File: src/rtl/pipeline_hazard_ctrl.sv
// pipeline_hazard_ctrl: stall/flush scheduler for the 5-stage RISC-V pipeline.
// Generates pipeline register enables and flushes from three sources:
//   - load-use hazards
//   - taken branches resolved in MEM
//   - a variable-latency data-memory handshake (wait FSM with timeout)
// Also keeps saturating stall and flush cycle counters.
module pipeline_hazard_ctrl #(
   parameter int MAX_WAIT = 15,
   parameter int CNT_W    = 16
) (
   input  logic             clk,
   input  logic             reset,
   input  logic [4:0]       id_rs1,
   input  logic [4:0]       id_rs2,
   input  logic             id_uses_rs2,
   input  logic [4:0]       ex_rd,
   input  logic             ex_memread,
   input  logic             mem_branch,
   input  logic             mem_zero,
   input  logic             mem_access,
   input  logic             dmem_ready,
   output logic             dmem_req,
   output logic             pc_write,
   output logic             pc_src,
   output logic             if_id_write,
   output logic             if_id_flush,
   output logic             id_ex_flush,
   output logic             ex_mem_write,
   output logic             ex_mem_flush,
   output logic             mem_wb_write,
   output logic             err_timeout,
   output logic [CNT_W-1:0] stall_cnt,
   output logic [CNT_W-1:0] flush_cnt
);

   localparam int WAIT_W = $clog2(MAX_WAIT + 1);
   localparam logic [WAIT_W-1:0] WAIT_LIMIT = WAIT_W'(MAX_WAIT);

   typedef enum logic {
      RUN      = 1'b0,
      MEM_WAIT = 1'b1
   } state_t;

   state_t            state_reg, state_next;
   logic [WAIT_W-1:0] wait_cnt_reg, wait_cnt_next;
   logic              err_timeout_reg, err_timeout_next;

   logic freeze;
   logic taken_branch;
   logic load_use;
   logic [1:0] cnt_inc;

   // Freeze: the memory access has not completed and the wait budget is not yet spent.
   // In MEM_WAIT, reaching the budget (or dmem_ready) turns this into a release cycle.
   assign freeze = (state_reg == RUN) ? (mem_access & ~dmem_ready)
                                      : (~dmem_ready & (wait_cnt_reg < WAIT_LIMIT));

   assign taken_branch = mem_branch & mem_zero;

   // x0 is hard-wired, so a load targeting it never creates a real dependency
   assign load_use = ex_memread & (ex_rd != 5'd0) &
                     ((ex_rd == id_rs1) | (id_uses_rs2 & (ex_rd == id_rs2)));

   // State register: FSM state, wait counter and sticky timeout flag
   always_ff @(posedge clk) begin
      if (!reset) begin
         state_reg       <= RUN;
         wait_cnt_reg    <= '0;
         err_timeout_reg <= 1'b0;
      end else begin
         state_reg       <= state_next;
         wait_cnt_reg    <= wait_cnt_next;
         err_timeout_reg <= err_timeout_next;
      end
   end

   // Next-state logic: enter MEM_WAIT on a stalled access, leave on ready or timeout
   always_comb begin
      state_next       = state_reg;
      wait_cnt_next    = wait_cnt_reg;
      err_timeout_next = err_timeout_reg;
      case (state_reg)
         RUN: begin
            if (freeze) begin
               state_next    = MEM_WAIT;
               wait_cnt_next = WAIT_W'(1);
            end
         end
         MEM_WAIT: begin
            if (freeze) begin
               wait_cnt_next = wait_cnt_reg + WAIT_W'(1);
            end else begin
               state_next    = RUN;
               wait_cnt_next = '0;
               // Release without dmem_ready means the access was abandoned
               if (!dmem_ready) begin
                  err_timeout_next = 1'b1;
               end
            end
         end
         default: begin
            state_next    = RUN;
            wait_cnt_next = '0;
         end
      endcase
   end

   // Output logic: reset forcing, then freeze > taken branch > load-use
   always_comb begin
      dmem_req     = reset & mem_access;
      pc_write     = 1'b0;
      pc_src       = 1'b0;
      if_id_write  = 1'b0;
      if_id_flush  = 1'b0;
      id_ex_flush  = 1'b0;
      ex_mem_write = 1'b0;
      ex_mem_flush = 1'b0;
      mem_wb_write = 1'b0;
      if (!reset) begin
         if_id_flush  = 1'b1;
         id_ex_flush  = 1'b1;
         ex_mem_flush = 1'b1;
      end else if (!freeze) begin
         pc_write     = 1'b1;
         if_id_write  = 1'b1;
         ex_mem_write = 1'b1;
         mem_wb_write = 1'b1;
         if (taken_branch) begin
            // The wrong-path instructions in IF, ID and EX are discarded, which
            // also cancels any load-use stall on the ID instruction.
            pc_src       = 1'b1;
            if_id_flush  = 1'b1;
            id_ex_flush  = 1'b1;
            ex_mem_flush = 1'b1;
         end else if (load_use) begin
            pc_write     = 1'b0;
            if_id_write  = 1'b0;
            id_ex_flush  = 1'b1;
         end
      end
   end

   // Counter 0 counts stalled PC cycles, counter 1 counts taken-branch flushes
   assign cnt_inc[0] = reset & ~pc_write;
   assign cnt_inc[1] = reset & ~freeze & taken_branch;

   generate
      for (genvar gi = 0; gi < 2; gi++) begin : g_cnt
         logic [CNT_W-1:0] count_reg;

         // Saturating performance counter
         always_ff @(posedge clk) begin
            if (!reset) begin
               count_reg <= '0;
            end else if (cnt_inc[gi] && (count_reg != {CNT_W{1'b1}})) begin
               count_reg <= count_reg + CNT_W'(1);
            end
         end
      end
   endgenerate

   assign stall_cnt   = g_cnt[0].count_reg;
   assign flush_cnt   = g_cnt[1].count_reg;
   assign err_timeout = err_timeout_reg;

endmodule
File: config.mk
export PLATFORM = sky130hd
export DESIGN_NAME = pipeline_hazard_ctrl
export DESIGN_NICKNAME = d
export VERILOG_FILES = /design/src/rtl/pipeline_hazard_ctrl.sv
export SDC_FILE = /design/constraint.sdc
export NUM_CORES = 1
export LEC_CHECK = 0
export ABC_AREA = 1
export CORE_AREA = 4 4 121 77
export DETAILED_ROUTE_END_ITERATION = 7
export DIE_AREA = 0 0 125 81
export PLACE_DENSITY_LB_ADDON = 0.25
export SKIP_LAST_GASP = 1
export SLEW_MARGIN = 25
export SYNTH_ARGS = -nofsm -noshare
export SYNTH_HDL_FRONTEND = slang
export SYNTH_SLANG_ARGS = --single-unit
File: constraint.sdc
create_clock -name clk -period 3.1 [get_ports clk]
set_clock_uncertainty 0.05 [all_clocks]
set_input_delay 0.62 -clock clk [delete_from_list [all_inputs] [get_ports clk]]
set_output_delay 0.62 -clock clk [all_outputs]
set_load 0.01 [all_outputs]
**After elaboration in Yosys (flattened, before gate mapping)**

Cells that the tools add are included.

- Bits in registers: 38
- Word-level logic and storage cells: 52

- $add $sub $neg: 3
- Magnitude comparators: 1
- Eq/ne operators: 5
- Mux-type cells: 19
- Bitwise operators: 15
- Reduce and logical (&&, ||, !) cells: 4

Operators with widths:

| operator | number |
|---|---|
| 16-bit by 1-bit adder with 16-bit output, second input constant | 2 |
| 16-bit inequality test, second input constant | 2 |
| 1-bit two-way mux | 16 |
| 1-bit AND | 10 |
| 5-bit == test | 2 |
| 4-bit two-way mux | 2 |
| 4-bit case mux with 2 select lines | 1 |
| 5-bit nonzero test | 1 |
| 4-bit by 1-bit adder with 4-bit output, second input constant | 1 |
| 4-bit < comparator, second input constant | 1 |
| 1-bit NOT | 4 |
| 3-bit AND reduction | 1 |
| 1-bit logical AND | 2 |
| 2-bit inequality test, second input constant | 1 |
| 1-bit OR | 1 |

**Depth between registers and ports, before layout**

- Depth after elaboration: 11
- Gate-level depth with buffers: 12

**Worst setup path before layout**

No wires, ideal clock.

- Path kind: input port to output port
- Start point: input mem_access
- End point: output if_id_flush
- Arrival time: 1628 ps
- Data required time: 2430 ps
- Slack: 802 ps
- Cell stages on the path: 9
- Cell sequence: or2_4 -> nand3_4 -> nand2_2 -> inv_2 -> nor2_2 -> buf_4 -> buf_6 -> inv_1 -> buf_4

- Longest elaborated chain between the ends: 4

Ends and longest elaborated chain:

| item | RTL line | RTL |
|---|---|---|
| start: declaration | 20 | `input logic mem_access,` |
| 1-bit AND | 55 | `assign freeze = (state_reg == RUN) ? (mem_access & ~dmem_ready)` |
| 1-bit two-way mux | 55 |  |
| 1-bit two-way mux (2 in series) | - |  |
| end: declaration | 26 | `output logic if_id_flush,` |

Every way passes these cells.

**Final worst setup path**

- Start point: input mem_access
- End point: output ex_mem_flush

- Longest elaborated chain between the ends: 4

Ends and longest elaborated chain:

| item | RTL line | RTL |
|---|---|---|
| 1-bit AND | 55 |  |
| 1-bit two-way mux | 55 |  |
| 1-bit two-way mux | 123 | `end else if (!freeze) begin` |
| 1-bit two-way mux | 119 | `if (!reset) begin` |
| end: declaration | 29 | `output logic ex_mem_flush,` |

Every way passes these cells.

==> impl_metrics.csv <==
group,metric,value,unit
placement,dp_hpwl,5120,um
die,rows,26,
finish,post-route-cell-area,0.00332,mm2
sta,drv_slew,0,
cts,tritoncts,"done",
min_path,min_from,"wait_cnt_reg[0]",
global_route,track_usage,13.0,%
power_and_ir_drop,static-leakage-power,1.31,nW
logic_synthesis,async_flop_share,0,%
sta,worst_pin_slew,537,ps
logic_synthesis,netlist_instances,371,
cts,htreeDepth,2,
detailed_routing,drc,0,
sta,setup_viol,0,
finish,fin_cells,550,
logic_synthesis,yosys_register_bits,38,
cts,postCtsSetupRepairBufs,0,
cts,clock_latency,280,ps
detailed_routing,first_pass_iters,4,
logic_synthesis,syn_area,0.00241,mm2
sta,fin_crit,2910,ps
die,io-pin-count,65,
sta,hold_viol,0,
detailed_routing,wirelength,6770,um
power_and_ir_drop,total_power,0.00117,W
die,die_w,125,um
sta,fin_crit_sh,93.8,%
setup_path,r2r_cells,10,
finish,antennaDiodeCount,0,
setup_path,critPathRequiredTime,2430,ps
logic_synthesis,synth_flop_cell,"dfxtp_1",
placement,placed_cell_area,0.00316,mm2
setup_path,critPathArrivalTime,2240,ps
sta,slew_headroom,64.1,%
setup_path,crit_type,"in2out",
run,cap_violations,0,
cts,clk_pin_slew,60,ps
setup_path,endpoint_kind,"output port",
logic_synthesis,avgSynthCellArea,6.49,um2
finish,area_delta_synth_final,37.8,%
detailed_routing,ant_nets,0,
logic_synthesis,synth_cell_types,29,
finish,layout-drive-gt1-share,7.99,%
global_route,antenna_found_initial,0,
die,start_util,29.1,%
sta,fmax,344,MHz
cts,cts_sinks,38,
min_path,hold_depth,1,
cts,clockBufferDepth,2,
cts,root_buffer,"clkbuf_16",
global_route,grt_start_max_net_pins,28,
finish,n_fill_cell,903,
placement,placed_cells,542,
min_path,hold_class,"reg2reg",
logic_synthesis,synth_seq_area_share,31.6,%
placement,io_buffer_count,64,
power_and_ir_drop,p_per_area,351,mW/mm2
detailed_routing,vias_per_cell,4.51,
detailed_routing,initialDrtViolationCount,110,
die,die_area,0.0101,mm2
sta,totalNegativeSetupSlack,0,ps
finish,nets,463,
setup_path,r2r-end,"stall_cnt[7]",
setup_path,rrSetupSlack,870,ps
global_route,grt_overflow,0,
finish,ff_latch_area,761,um2
power_and_ir_drop,peakVddDrop,0.000252,V
die,coreArea,0.00826,mm2
detailed_routing,vias,2482,
setup_path,critical_path.max_fanout,6,
global_route,grt_pass1_wl,11000,um
detailed_routing,wl_per_cell,12.3,um
logic_synthesis,synth_edf_count,0,
min_path,whs_endpoint,"wait_cnt_reg[0]",
finish,multi_input_area,0.00138,mm2
global_route,first_global_vias,2218,
setup_path,r2r_start,"wait_cnt_reg[0]",
sta,grt_setup_unrepaired,"no",
die,die_h,81,um
cts,numCtsBuffers,5,
logic_synthesis,synth_nets,397,
run_status,status,"completed",
setup_path,crit_path_start_kind,"input pin",
logic_synthesis,yosysWarnings,0,
placement,gp_congestion,0.827,
[layout by cell type, fill, tap and decap left out, types with 3 or more instances in the layout]
master | netlist | routed
xnor2_1 | 9 | 9
a21oi_1 | 31 | 31
nand2_1 | 102 | 102
dlymetal6s2s_1 | 0 | 3
nor2_2 | 3 | 3
o21ai_1 | 4 | 4
ha_1 | 3 | 3
nand2_2 | 3 | 3
inv_1 | 42 | 42
nand3_1 | 22 | 22
nor3_1 | 3 | 3
buf_4 | 4 | 9
nor2_1 | 43 | 43
o21ai_0 | 7 | 6
clkdlybuf4s50_1 | 0 | 61
nand4_1 | 22 | 22
xor2_1 | 10 | 10
dfxtp_1 | 38 | 38
nand3_2 | 3 | 3
clkbuf_16 | 0 | 5
[worst max-delay path: stages]
cell	delay (ps)
clkdlybuf4s50_1	480
or2_4	130
nand3_4	120
nand2_2	110
inv_2	50
nor2_2	170
inv_1	80
clkdlybuf4s50_1	480
[kinds of logic (layout without fill, tap and decap cells)]
kind of cell / Yosys count / in the layout / share of synthesized area, %
AO/OA/AOI/OAI: 43 / 43 / 8.99
XOR/XNOR: 19 / 19 / 6.91
adder cells (fa/ha/maj): 3 / 3 / 1.56
buffers and inverters: 59 / 126 / 11.2
flip-flops: 38 / 38 / 31.6
AND/OR/NAND/NOR: 209 / 209 / 39.7
[stage by stage]
step	setup slack, ps	util, %	hold slack (ps)
2_1_floorplan	802	-	397
3_3_place_gp	-117	38.2	410
3_5_place_dp	-124	38.2	418
4_1_cts	39.5	40.1	433
5_1_grt	41.5	40.2	453
6_report	191	40.2	432
[power by group]
group          internal [W]  switching (W)
clock              0.000319       0.000206
combinational     0.0000686      0.0000739
sequential         0.000493     0.00000610
total              0.000880       0.000286
[synth_stat cells (all sizes together), types with 4 or more instances]
cell type	count	area share [%]
a21oi	31	6.4
nor2	46	7.5
clkbuf	4	0.62
nor3	6	2.1
inv	44	6.9
nand3	26	6.5
o21ai	11	2.3
xor2	10	3.6
buf	10	3.5
nand4	22	5.7
dfxtp	38	32
nand2	105	17
xnor2	9	3.3
[worst max-delay path by stage]
stage                           from      endpoint  slack [ps]  depth (start not counted)
after global routing      mem_access  ex_mem_flush          40                          8
after global placement      ex_rd[3]   id_ex_flush        -120                         10
final                     mem_access  ex_mem_flush         190                          8
after floorplan           mem_access   if_id_flush         800                          9
after detailed placement    ex_rd[3]   id_ex_flush        -120                         10
after CTS                   ex_rd[3]   id_ex_flush          40                         10
[timing repair]
action / in CTS / in global routing
gates cloned: 0 / 0
hold endpoints to repair: 0 / 0
hold buffers: 0 / 0
gates resized for setup: 2 / 3
endpoints found under the setup margin: 1 / 3
[area by class of cell]
cell class	instances	share of cell area [%]
clock inverters	2	0.377
well taps	112	4.22
repair buffers	73	21.6
clock buffers	6	4.18
flip-flops and latches	38	22.9
inverters	45	5.13
multi-input cells	274	41.6
[routing by layer]
metal	track usage, %	wire length (um)	vias up
li1	-	-	1335
met1	19.8	3750	1098
met2	19.3	2690	47
met3	2.76	310	2
met4	1.30	21	0
met5	0	0	-
No activity file was read; power rests on OpenSTA's default activity.
